**src/rtl/count_stream_monitor_pkg.sv**
```systemverilog
// ----------------------------------------------------------------------------
// count_mon_pkg
// Shared types and constants for the count stream monitor:
//   - state_t   : tracking FSM states (IDLE, TRACK, ERROR)
//   - SEG_HEX   : hex digit to 7-segment pattern table, bit order {g,f,e,d,c,b,a}
//   - SEG_BLANK : all segments off
//   - DP_TIMER_W: width of the decimal-point stretch timer (holds 1..15)
//   - hex7()    : table lookup helper
// ----------------------------------------------------------------------------
package count_mon_pkg;

  typedef enum logic [1:0] {
    IDLE  = 2'd0,
    TRACK = 2'd1,
    ERROR = 2'd2
  } state_t;

  localparam int DP_TIMER_W = 4;

  localparam logic [6:0] SEG_BLANK = 7'h00;

  // Active-high segments, {g,f,e,d,c,b,a}; lower-case b and d shapes for 0xB/0xD.
  localparam logic [6:0] SEG_HEX [16] = '{
    7'h3F, 7'h06, 7'h5B, 7'h4F,
    7'h66, 7'h6D, 7'h7D, 7'h07,
    7'h7F, 7'h6F, 7'h77, 7'h7C,
    7'h39, 7'h5E, 7'h79, 7'h71
  };

  function automatic logic [6:0] hex7(input logic [3:0] nibble);
    return SEG_HEX[nibble];
  endfunction

endpackage

```
**src/rtl/count_stream_monitor_hex_to_seg7.sv**
```systemverilog
// ----------------------------------------------------------------------------
// hex_to_seg7
// Purely combinational hex digit to 7-segment decoder. The parent registers
// the result, so this block carries no state.
// Ports:
//   nibble  in  4  hex digit to display
//   seg     out 7  segment pattern {g,f,e,d,c,b,a}, active-high
// ----------------------------------------------------------------------------
module hex_to_seg7
  import count_mon_pkg::*;
(
  input  logic [3:0] nibble,
  output logic [6:0] seg
);

  // Table lookup of the segment pattern for the current digit.
  always_comb begin
    seg = SEG_BLANK;
    seg = hex7(nibble);
  end

endmodule

```
**src/rtl/count_stream_monitor.sv**
```systemverilog
// ----------------------------------------------------------------------------
// count_stream_monitor
// Watches the count stream of an upstream free-running counter. Each sampled
// value must either repeat the previous one or step by +1 modulo 2^WIDTH.
// The first illegal step raises a sticky error and captures the bad value.
// Wrap-arounds (all-ones -> zero) are counted in a saturating counter and
// stretched onto the decimal point for DP_HOLD cycles. The low nibble of
// every sample is shown on a registered hex 7-segment display.
//
// Parameters:
//   WIDTH   width of count_in (>= 4; the display shows count_in[3:0])
//   WRAP_W  width of the saturating wrap counter
//   DP_HOLD decimal-point stretch length in cycles, 1..15
// Ports:
//   clk        in  1       clock, rising edge
//   rst        in  1       synchronous reset, active-high
//   count_in   in  WIDTH   value from the upstream counter
//   sample_en  in  1       count_in valid this cycle
//   clear_err  in  1       drop the error and resynchronise
//   seg        out 7       registered segment drive {g,f,e,d,c,b,a}
//   dp         out 1       registered decimal point, stretched after a wrap
//   wrap_cnt   out WRAP_W  saturating count of observed wraps
//   err        out 1       sticky step-error flag
//   err_value  out WIDTH   count_in value that caused the error
// ----------------------------------------------------------------------------
module count_stream_monitor
  import count_mon_pkg::*;
#(
  parameter int WIDTH   = 4,
  parameter int WRAP_W  = 8,
  parameter int DP_HOLD = 4
) (
  input  logic              clk,
  input  logic              rst,
  input  logic [WIDTH-1:0]  count_in,
  input  logic              sample_en,
  input  logic              clear_err,
  output logic [6:0]        seg,
  output logic              dp,
  output logic [WRAP_W-1:0] wrap_cnt,
  output logic              err,
  output logic [WIDTH-1:0]  err_value
);

  localparam logic [WIDTH-1:0]      CNT_ONE   = {{(WIDTH-1){1'b0}}, 1'b1};
  localparam logic [WIDTH-1:0]      CNT_ONES  = {WIDTH{1'b1}};
  localparam logic [WIDTH-1:0]      CNT_ZERO  = {WIDTH{1'b0}};
  localparam logic [WRAP_W-1:0]     WRAP_ONE  = {{(WRAP_W-1){1'b0}}, 1'b1};
  localparam logic [WRAP_W-1:0]     WRAP_MAX  = {WRAP_W{1'b1}};
  localparam logic [WRAP_W-1:0]     WRAP_ZERO = {WRAP_W{1'b0}};
  localparam logic [DP_TIMER_W-1:0] TMR_ZERO  = {DP_TIMER_W{1'b0}};
  localparam logic [DP_TIMER_W-1:0] TMR_ONE   = {{(DP_TIMER_W-1){1'b0}}, 1'b1};
  localparam logic [DP_TIMER_W-1:0] TMR_LOAD  = DP_TIMER_W'(DP_HOLD);

  // State and datapath registers
  state_t                state_q,     state_d;
  logic [WIDTH-1:0]      prev_q,      prev_d;
  logic [6:0]            seg_q,       seg_d;
  logic                  dp_q,        dp_d;
  logic [DP_TIMER_W-1:0] dp_timer_q,  dp_timer_d;
  logic [WRAP_W-1:0]     wrap_cnt_q,  wrap_cnt_d;
  logic                  err_q,       err_d;
  logic [WIDTH-1:0]      err_value_q, err_value_d;

  logic [WIDTH-1:0]      exp_next;
  logic                  wrap_hit;
  logic [6:0]            hex_seg;

  hex_to_seg7 u_hex_to_seg7 (
    .nibble (count_in[3:0]),
    .seg    (hex_seg)
  );

  // Expected next value of a legal step; wraps naturally at WIDTH bits.
  assign exp_next = prev_q + CNT_ONE;

  // Next-state, tracking check, wrap counting and display/dp timing.
  always_comb begin
    state_d     = state_q;
    prev_d      = prev_q;
    seg_d       = seg_q;
    wrap_cnt_d  = wrap_cnt_q;
    err_d       = err_q;
    err_value_d = err_value_q;
    wrap_hit    = 1'b0;

    // Stretch timer free-runs down to zero regardless of sampling.
    if (dp_timer_q != TMR_ZERO) begin
      dp_timer_d = dp_timer_q - TMR_ONE;
    end else begin
      dp_timer_d = TMR_ZERO;
    end

    if (sample_en) begin
      seg_d = hex_seg;
      case (state_q)
        IDLE: begin
          // First sample after reset/clear only establishes the reference.
          prev_d  = count_in;
          state_d = TRACK;
        end
        TRACK: begin
          if (count_in == prev_q) begin
            prev_d = prev_q;
          end else if (count_in == exp_next) begin
            prev_d   = count_in;
            wrap_hit = (prev_q == CNT_ONES);
          end else begin
            // Keep prev at the last good value so the capture is the bad one.
            err_d       = 1'b1;
            err_value_d = count_in;
            state_d     = ERROR;
          end
        end
        ERROR: begin
          prev_d = count_in;
        end
        default: begin
          state_d = IDLE;
        end
      endcase
    end else begin
      state_d = state_q;
    end

    if (wrap_hit) begin
      // A wrap inside an active stretch restarts it.
      dp_timer_d = TMR_LOAD;
      if (wrap_cnt_q != WRAP_MAX) begin
        wrap_cnt_d = wrap_cnt_q + WRAP_ONE;
      end else begin
        wrap_cnt_d = WRAP_MAX;
      end
    end else begin
      wrap_cnt_d = wrap_cnt_d;
    end

    // Clear has priority over an error detected in the same cycle.
    if (clear_err) begin
      err_d       = 1'b0;
      err_value_d = CNT_ZERO;
      state_d     = IDLE;
    end else begin
      err_d       = err_d;
    end

    dp_d = (dp_timer_d != TMR_ZERO);
  end

  // Register update with synchronous reset.
  always_ff @(posedge clk) begin
    if (rst) begin
      state_q     <= IDLE;
      prev_q      <= CNT_ZERO;
      seg_q       <= SEG_BLANK;
      dp_q        <= 1'b0;
      dp_timer_q  <= TMR_ZERO;
      wrap_cnt_q  <= WRAP_ZERO;
      err_q       <= 1'b0;
      err_value_q <= CNT_ZERO;
    end else begin
      state_q     <= state_d;
      prev_q      <= prev_d;
      seg_q       <= seg_d;
      dp_q        <= dp_d;
      dp_timer_q  <= dp_timer_d;
      wrap_cnt_q  <= wrap_cnt_d;
      err_q       <= err_d;
      err_value_q <= err_value_d;
    end
  end

  assign seg       = seg_q;
  assign dp        = dp_q;
  assign wrap_cnt  = wrap_cnt_q;
  assign err       = err_q;
  assign err_value = err_value_q;

endmodule

```
**config.mk**
```make
export PLATFORM = sky130hd
export DESIGN_NAME = count_stream_monitor
export DESIGN_NICKNAME = d
export VERILOG_FILES = /design/src/rtl/count_stream_monitor_pkg.sv /design/src/rtl/count_stream_monitor_hex_to_seg7.sv /design/src/rtl/count_stream_monitor.sv
export SDC_FILE = /design/constraint.sdc
export NUM_CORES = 1
export LEC_CHECK = 0
export ABC_AREA = 1
export ABC_CLOCK_PERIOD_IN_PS = 1700
export CAP_MARGIN = 40
export CORE_ASPECT_RATIO = 2
export CORE_MARGIN = 2
export CORE_UTILIZATION = 53
export CTS_BUF_LIST = sky130_fd_sc_hd__clkbuf_4 sky130_fd_sc_hd__clkbuf_8 sky130_fd_sc_hd__clkbuf_16
export CTS_CLUSTER_DIAMETER = 100
export DETAILED_ROUTE_END_ITERATION = 8
export MAX_ROUTING_LAYER = met4
export PLACE_DENSITY = 0.79
export SETUP_SLACK_MARGIN = 0.2
export SLEW_MARGIN = 15
export SYNTH_ARGS = -nofsm -noshare
export SYNTH_HDL_FRONTEND = slang
export SYNTH_SLANG_ARGS = --single-unit
```
**constraint.sdc**
```tcl
create_clock -name clk -period 1.7 [get_ports clk]
set_input_delay 0.34 -clock clk [delete_from_list [all_inputs] [get_ports clk]]
set_output_delay 0.34 -clock clk [all_outputs]
set_load 0.05 [all_outputs]
```
# Yosys cells after proc, flatten, opt, wreduce, memory -nomap -nowiden

Memories as Yosys holds them, arrays and structs flattened. A register that Yosys moved wholly into a read port is not among the register bits.
Index checks and enable logic that the tools add are counted.

Bits of input ports: 8
Memories kept: 1
Word-level logic and storage cells: 46
ROM bits: 112
Output and inout bits: 21
Register bits after elaboration: 24

Equal/unequal tests: 9
Bitwise logic cells: 4
$add $sub $neg: 3
Multiplexer cells: 13
Reductions and logical operators: 9

Memory list:

| name             | words | width | rd ports | clocked after Yosys merged registers in | write ports | RTL line                       | source |
|---|---|---|---|---|---|---|---|
| (name not given) | 16    | 7     | 1        | 1                                       | 0           | count_stream_monitor_pkg.sv:31 | `return SEG_HEX[nibble];` |

Operators by type and width:

| kind                | count |
|---|---|
| $mux 4              | 4 |
| $reduce_and 4->1    | 3 |
| $add 8x1->8 const B | 1 |
| $eq 4x4->1          | 2 |
| $mux 8              | 1 |
| $ne 8x8->1 const B  | 1 |
| $pmux 4 s2          | 1 |
| $reduce_bool 4->1   | 2 |
| $ne 2x2->1 const B  | 3 |
| $pmux 2 s3          | 1 |
| $not 4->5           | 1 |
| $add 4x1->4 const B | 1 |
| $eq 4x4->1 const B  | 1 |
| $mux 1              | 4 |
| $mux 2              | 2 |
| $reduce_or 2->1     | 2 |
| $sub 4x1->4 const B | 1 |
| $not 1->1           | 3 |
| $eq 2x1->1 const B  | 1 |
| $eq 2x2->1 const B  | 1 |
| $logic_not 2->1     | 1 |
| $reduce_bool 2->1   | 1 |

# Logic depth before layout (Yosys ltp)

Gate-level depths: netlist (run 1).

Depth in word-level cells: 8
Mapped depth: 11
Depth with buffers taken out: 11

# Hierarchy

From an unflattened synthesis (run 1), not the netlist that was laid out.

Cells, all modules: 299
Area total of the unflattened synthesis: 1,941.9 um^2

By module, submodules not included:

| module               | cells each | seq. area each (um^2) | times used | area an instance (um^2) |
|---|---|---|---|---|
| count_stream_monitor | 247        | 620.6                 | 1          | 1,671.6 |
| hex_to_seg7          | 52         | 0.0                   | 1          | 270.3 |

# Least setup slack after synthesis (run 1)

OpenSTA, ideal clock, no wires.

Path type: register to register
Start: register wrap_cnt_q[0], in the netlist wrap_cnt[0]
End: register wrap_cnt_q[5], in the netlist wrap_cnt[5]
Slack: -0.004 ns
Data required time: 1.629 ns
Clock period less this slack: 1.704 ns
Library setup time: 0.071 ns
Path buffers: 0
Arrival time: 1.633 ns
Stages on the path, launching flop included: 8
Path through: dfxtp_1 ha_1 nand3_1 nor2_1 nand2_1 nand3_1 nand4_1 a21oi_1

Longest elaborated chain between the ends: 2
Elaborated cells between the ends (all ways): 3
Classes of those cells: add/sub (1); eq/ne (1); mux (1)

Ends and longest elaborated chain:

| what                                      | RTL line                                                 | source |
|---|---|---|
| start: declaration                        | count_stream_monitor.sv:61                               | `logic [WRAP_W-1:0] wrap_cnt_q, wrap_cnt_d;` |
| start signal: assignment                  | count_stream_monitor.sv:167                              | `wrap_cnt_q <= wrap_cnt_d;` |
| $add 8x1->8 or $ne 8x8->1 (tied branches) | count_stream_monitor.sv:130, count_stream_monitor.sv:129 |  |
| $mux 8 (*)                                | count_stream_monitor.sv:129                              | `if (wrap_cnt_q != WRAP_MAX) begin` |

Every way passes the cells marked *; elsewhere a longest branch is shown, timed or not.
A chain may end at the register's enable or synchronous reset.

# Final worst setup path (run 1)

Start: register prev_q[1]
End: register err_value_q[1], in the netlist err_value[1]

Longest elaborated chain between the ends: 4
Elaborated cells between the ends (all ways): 6
Classes of those cells: add/sub (1); eq/ne (2); bitwise (2); reduce/logical (1)

Ends and longest elaborated chain:

| what                           | RTL line                    | source |
|---|---|---|
| start: declaration             | count_stream_monitor.sv:57  | `logic [WIDTH-1:0] prev_q, prev_d;` |
| start signal: assignment       | count_stream_monitor.sv:163 | `prev_q <= prev_d;` |
| $add 4x1->4                    | count_stream_monitor.sv:75  | `assign exp_next = prev_q + CNT_ONE;` |
| $eq 4x4->1                     | count_stream_monitor.sv:105 | `end else if (count_in == exp_next) begin` |
| $not 1->1 (no line)            | --                          |  |
| $reduce_and 4->1 (no line) (*) | --                          |  |
| end signal: assignment         | count_stream_monitor.sv:169 | `err_value_q <= err_value_d;` |
| end: declaration               | count_stream_monitor.sv:63  | `logic [WIDTH-1:0] err_value_q, err_value_d;` |

Marked as above.

==> run metrics, run 1 <==
synthesized-area fraction occupied by and/or/nand/nor cells=0.3287; main combinational cell family by area after synthesis=simple AND/OR/NAND/NOR gates; Die Area=3938 um^2; Most used DFF post-synth=dfxtp_1; drt total wl=~5.0 mm; post-synthesis cell count=around 270; Cells on Worst Hold Path=2; initial antenna violation count=0; post-route cell area=2520 um^2; vias per cell=about 5.5; setup TNS=0 ns; Clock Skews=between 0.0015 and 0.002 ns; total core area=roughly 3300 um^2; XOR/XNOR Fraction of Synth Area=0.004824; clock share of power=0.270; first-pass GRT wire length=a little under 8 mm; Finished Layout Cells=360; Final Setup Violations=0; Final ANT Viol Nets=0; via count=around 2000; Hold Path Sink=err; CP most frequent cell=nand2_2; Layout area overhead=38.80%; post-synthesis mux area share=0; hpwl dp=3.566 mm; Cell Area, Synth=1815 um^2; final net count=approximately 350; H-Tree Depth=2; number of CTS-inserted buffers=5; post-place instance area=roughly 2300 um^2; worst path cell trace=ha_4, inv_2, nand2_2, nand2_2, nor2_4, nand3_4, nand4_1, nand2_1, a21oi_2; storage element area=630.6 um^2; Pwr per Cell Area=about 860 nW/um^2; Leak=roughly 1.2 nW; measured slew at the worst slew-check pin=between 0.3 and 0.4 ns; routability cong.=between 0.8 and 0.9; root buf cell=clkbuf_8; Reg clk slew, reported paths=0.06 ns; Hold Path Class=flop to flop; Site Rows=30; synthesized flop and latch total=31; FMAX=just over 600 MHz; status=finished clean; I/O pin total=29; DRC=0; hold buffer count at CTS=0; Clock Path Buffers=2; largest net degree at the start of global routing=16; Post-synth EDFFs=0; Final Max Slew Viols=0; Initial Util=0.5434; slowest stage cell, crit path=dfxtp_4; FF-to-FF Start=prev_q[1]; fillers=270; Post-Syn Nets=approximately 290; Setup CP Type=flop to flop; Internal=~1.4 mW; Reg power frac=0.390; fraction of layout cells with a size suffix above 1=0.3537; Die Ht=slightly below 90 um; ANT cells=0; CP arrival=1.86 ns; Worst EP required=1.91 ns; Distinct cells, synth=27; Min Hold Slack=0.4597 ns; crit start category=flop; Max Cap Viol=0; Async S/R FF share, synth=0; die width=between 40 and 50 um; GRT overflow=0; adder-cell area share of the yosys netlist=0.06892; DRT Pass-1 Iters=4; Total Routing Usage GR=0.2776; sw frac=0.3545; Tmin final=1.648 ns; vias in the first global route=1888; Setup crit end kind=flop; IO Port Bufs=28; # clock sinks=31; Logic pwr share=0.340; Worst-Skew Late Latency=0.28 ns; Tcrit/Tclk final=0.9695; dpl cells=350; crit path launch=prev_q[1]; R2R setup slack=0.05 ns; Register-to-Register Path Depth=9; Critical R2R Capture=err_value[1]; switching power=slightly below 0.8 mW; TritonCTS clock tree=yes; Worst Hold Launch=err; Worst IR Drop VDD=0.0005877 V; Max stage delay on crit path=~0.36 ns; Fin. Hold Viols=0; yosys warns=0; max_slew headroom=0.7497; DRT iter0 DRCs=65; routed len/inst=roughly 14 um; RSZ-0062 raised after global routing=true; Crit Path Max Fanout=7; register area share after synthesis=0.3418; Synth Area per Inst=6.800 um^2; Multi-input gate area=between 1000 and 1500 um^2; compound-gate portion of the synthesized area=0.1599
## worst max path at each step
stage | slack [ns] | cells past startpoint | to
floorplan | 0.19 | 10 | wrap_cnt[5]
global placement | -0.32 | 9 | err_value[1]
detailed placement | -0.35 | 9 | err_value[1]
CTS | 0.07 | 10 | wrap_cnt[6]
global route | -0.02 | 9 | err_value[1]
finish | 0.05 | 9 | err_value[1]
## worst max-delay path, delay by kind of cell, from the launching register on
| kind | cells | cell delay (ns) |
|---|---|---|
| compound gates | 1 | 0.18 |
| buf+inv | 1 | 0.03 |
| fa+ha+maj | 1 | 0.27 |
| flops | 1 | 0.36 |
| simple gates | 6 | 0.74 |
## power by group through the flow
stage          registers, mW  logic, mW  clock network, mW
6_report               0.847      0.740              0.587
5_1_grt                0.855      0.846              0.633
4_1_cts                0.846      0.722              0.593
3_3_place_gp           0.861      0.689                  0
3_5_place_dp           0.864      0.695                  0
2_1_floorplan          0.946      0.409                  0
## through the flow
stage | power [mW] | utilization | setup WS [ns]
after floorplan | 1.355 | - | 0.1881
after global placement | 1.550 | 0.6884 | -0.3189
after detailed placement | 1.559 | 0.6884 | -0.3472
after CTS | 2.161 | 0.7296 | 0.07374
after global routing | 2.334 | 0.7543 | -0.02391
final | 2.175 | 0.7543 | 0.05185
## final cells by class
class	instances	share of cell area
clock buffer	6	0.03277
clock inverter	1	0.001986
inverter	39	0.05809
multi-input combinational	192	0.4558
sequential	31	0.2502
tap	32	0.01589
timing repair buffer	59	0.1852
## synth_stat cells, types with 2 or more instances
master    count  area (um^2)
clkbuf_1      4        15.01
dfxtp_1      31        620.6
nand3_1      23        115.1
o21ai_0      22        110.1
nand2_2       2        12.51
nand4_1      10        62.56
nor2_4        3        33.78
nor3_1        5        25.02
ha_1         10        125.1
a21oi_1      25        125.1
inv_1        37        138.9
nand2_1      54        202.7
inv_2         2        7.510
or2_2         2        12.51
nor2_1       25        93.84
## layer usage
metal	global-route usage	part of all wire	vias to the layer above
met5	-	0	-
met3	0.03333	0.024	19
met2	0.4917	0.57	53
li1	-	-	999
met1	0.2555	0.35	926
met4	0.1898	0.053	0
## registers in the layout, summed over array words and instances (netlist names)
register    flops
prev_q          4
seg             7
err_value       4
wrap_cnt        8
err             1
state_q         2
dp              1
dp_timer_q      4
## kinds of logic (layout without fill, tap and decap cells)
kind of cell	count (synthesis)	in the layout
xor+xnor	1	1
compound gates	53	54
simple gates	127	127
flops	31	31
fa+ha+maj	10	10
buf+inv	45	105
## timing repair
action | CTS | global route
pin swaps | 18 | 10
buffers inserted | 2 | 0
setup endpoints to repair | 29 | 24
resized for setup | 19 | 27
gates cloned | 0 | 1
## placed cells by master (no fill, tap or decap), drive strengths merged
cell type and instances:
o21ai 25, nand4 10, nand3 25, o31ai 1, ha 10, or2 2, nor3 5, clkbuf 6
inv 39, nand2 57, dlygate4sd2 4, a31oi 1, a21oi 25, clkinv 1, xnor2 1, dfxtp 31
nor2 28, o221ai 1, buf 52, o211ai 1, clkdlybuf4s50 3
No activity file was read; power rests on OpenSTA's default activity.
==> run 2: changes to the inputs <==
Settings changed: ABC_AREA 1 to not set, ABC_CLOCK_PERIOD_IN_PS 1700 to not set, CORE_UTILIZATION 53 to 52.
==> run 2 against run 1 <==
Against the previous run:
- the flow now finishes with violations (negative setup slack)
- cell area is 5.7% lower
- synthesized cell count down 28%
- power is 1.8% higher
- via count shrank 17%
- synthesized area is 7.1% lower
- combinational power down 18%
- maximum frequency down 14%
- first-iteration DRC count is 55% lower
- register-to-register slack got worse by 0.27 ns
- final cell count decreased by 22%
- clock skew grew 0.0083 ns
- critical endpoint is now prev_q[2]
- largest cell class unchanged
- largest power group unchanged
==> run metrics, run 2 <==
Initial Util=0.5405 (was 0.5434); Final Setup Violations=20 (was 0); max reg flops=8 (unchanged); commonest cells in the netlist=dfxtp_1, a21oi_1, nor2_1, nand2_1, inv_1 (was nand2_1, inv_1, dfxtp_1, a21oi_1, nor2_1); Pwr per Cell Area=931.4 nW/um^2 (was 863.1 nW/um^2); Cell Area, Synth=1687 um^2 (was 1815 um^2); Crit Path Max Fanout=7 (unchanged); H-Tree Depth=2 (unchanged); Tmin final=1.916 ns (was 1.648 ns); Worst EP required=1.92 ns (was 1.91 ns); vias per cell=5.886 (was 5.547); first-pass GRT wire length=7.928 mm (was 7.900 mm); Worst-Skew Late Latency=0.29 ns (was 0.28 ns); RSZ-0062 raised after global routing=true (unchanged); initial antenna violation count=0 (unchanged); Clock Skews=0.01025 ns (was 0.001927 ns); I/O pin total=29 (unchanged); M3 GR Usage=0.07742 (was 0.03333); root buf cell=clkbuf_8 (unchanged); Synth Area per Inst=8.784 um^2 (was 6.800 um^2); TritonCTS clock tree=yes (unchanged); routability cong.=0.7836 (was 0.8414); GRT overflow=0 (unchanged); IO Port Bufs=28 (unchanged); DRT iter0 DRCs=29 (was 65); vias in the first global route=1771 (was 1888); Post-synth EDFFs=0 (unchanged); Site Rows=29 (was 30); Distinct cells, synth=44 (was 27); Cells on Worst Hold Path=2 (unchanged); fillers=236 (was 270); Reg clk slew, reported paths=0.07 ns (was 0.06 ns); Setup CP Type=flop to flop (unchanged); Async S/R FF share, synth=0 (unchanged); post-synthesis cell count=192 (was 267); CP arrival=2.14 ns (was 1.86 ns); Worst IR Drop VDD=0.0008109 V (was 0.0005877 V); final core utilization=0.7618 (was 0.7543); Die Ht=84.54 um (was 86.77 um); crit start category=flop (unchanged); fraction of layout cells with a size suffix above 1=0.3680 (was 0.3537); drt total wl=4.719 mm (was 4.954 mm); grt peak-use layer=met2 (unchanged); Layout area overhead=40.95% (was 38.80%); Synth area leaders=dfxtp_1, ha_1, a21oi_1 (was dfxtp_1, nand2_1, inv_1); status=complete, but fails checks (was finished clean); total core area=3120 um^2 (was 3341 um^2); most common cell in the synthesized netlist=dfxtp_1 (was nand2_1); register area share after synthesis=0.3680 (was 0.3418); Min Hold Slack=0.4544 ns (was 0.4597 ns); max_slew headroom=0.7987 (was 0.7497); Max Cap Viol=0 (unchanged); final net count=267 (was 346); Die Area=3743 um^2 (was 3938 um^2); hpwl dp=3.223 mm (was 3.566 mm); Final ANT Viol Nets=0 (unchanged); most common cell after layout, fill and taps aside=buf_4 (unchanged); synthesized flop and latch total=31 (unchanged); die width=44.27 um (was 45.39 um); DRT Pass-1 Iters=6 (was 4); Hold Path Class=flop to flop (unchanged); Most used DFF post-synth=dfxtp_1 (unchanged); FF-to-FF Start=prev_q[0] (was prev_q[1]); Yosys top cell area share=0.3680 (was 0.3418); largest area contributor in the netlist=dfxtp_1 (unchanged); FMAX=521.8 MHz (was 606.7 MHz); Worst Hold Launch=err (unchanged); # clock sinks=31 (unchanged); Post-Syn Nets=210 (was 285); number of CTS-inserted buffers=5 (unchanged); Total Routing Usage GR=0.2929 (was 0.2776); routed len/inst=16.79 um (was 13.76 um); Critical R2R Capture=prev_q[2] (was err_value[1]); R2R setup slack=-0.22 ns (was 0.05 ns); largest net degree at the start of global routing=24 (was 16); Final Max Slew Viols=0 (unchanged); measured slew at the worst slew-check pin=0.3005 ns (was 0.3750 ns); Fin. Hold Viols=0 (unchanged); via count=1654 (was 1997); grt met1 use=0.2527 (was 0.2555); Setup crit end kind=flop (unchanged); Clock Path Buffers=2 (unchanged); yosys warns=0 (unchanged); Tcrit/Tclk final=1.127 (was 0.9695); Hold Path Sink=err (unchanged); ANT cells=0 (unchanged); most frequent cells in the layout=buf_4, dfxtp_1, nor2_1 (was buf_4, nand2_1, inv_1); met2 track demand over resource=0.5321 (was 0.4917); Leak=1.100 nW (was 1.169 nW); Final Worst Setup Slack=-0.2163 ns (was 0.05185 ns); failing checks=negative setup slack; DRC=0 (unchanged); Register-to-Register Path Depth=6 (was 9)
-- run 2: cell count changes in the layout (fill, tap and decap cells not counted), moves of 10 or more --
cell / delta
inv_1: -21
nand2_1: -25
nand2_2: -15
nand3_1: -19
nand4_1: -10
o21ai_0: -11
-- run 2: metal layers --
layer | vias up | share of wire
met2 | 47 | 0.59
met4 | 0 | 0.037
met3 | 19 | 0.037
li1 | 800 | -
met5 | - | 0
met1 | 788 | 0.33
-- run 2: kinds of logic after synthesis --
logic type      Yosys count  share of synthesized area
buf+inv                  22                    0.05563
compound gates           48                     0.1914
xor+xnor                  7                    0.06084
fa+ha+maj                11                    0.08012
flops                    31                     0.3680
mux                       7                    0.04154
simple gates             66                     0.2025
-- run 2: area by class of cell --
type                            instances  area (um^2)  area share
Clock buffer                            6        82.58     0.03474
Inverter                               11        41.29     0.01737
Clock inverter                          2        35.03     0.01474
Multi-Input combinational cell        139         1061      0.4463
Timing Repair Buffer                   61        489.2      0.2058
Tap cell                               31        38.79     0.01632
Sequential cell                        31        629.4      0.2647
-- run 2: how the worst max path moves through the flow --
stage	cells after the start	to	startpoint	slack, ns
floorplan	6	prev_q[1]	prev_q[1]	-0.11
CTS	6	prev_q[0]	prev_q[0]	-0.17
global route	6	prev_q[0]	prev_q[0]	-0.31
detailed placement	8	dp_timer_q[0]	count_in[0]	-0.67
global placement	8	dp_timer_q[0]	count_in[3]	-0.58
finish	6	prev_q[2]	prev_q[0]	-0.22
-- run 2: worst max-delay path, stage by stage, from the launching register on --
cell,delay [ns]
dfxtp_4,0.39
ha_4,0.20
xor2_2,0.16
or3_1,0.31
o31a_1,0.31
or3_1,0.34
a21oi_2,0.13
-- run 2: timing repair --
| item | in CTS | in global routing |
|---|---|---|
| endpoints found under the setup margin | 31 | 31 |
| gates resized for setup | 18 | 7 |
| buffers inserted | 8 | 1 |
| hold buffers | 0 | 0 |
| pin swaps | 9 | 3 |
| cloned | 0 | 0 |
-- run 2: through the flow --
step           instances  TNS (ns)  total power [mW]  worst slack [ns]  area [um^2]
4_1_cts              280    -1.939             2.213           -0.1690         2359
5_1_grt              281    -3.800             2.314           -0.3061         2377
6_report             281    -2.164             2.214           -0.2163         2377
2_1_floorplan        192   -0.6005             1.262           -0.1142         1754
3_3_place_gp         264    -13.01             1.400           -0.5822         2130
3_5_place_dp         264    -14.19             1.435           -0.6674         2130
-- run 2: where the power goes --
group          switching (mW)  internal [mW]
Clock                   0.285          0.474
Sequential             0.0547          0.792
Combinational           0.340          0.269
Total                   0.680           1.53
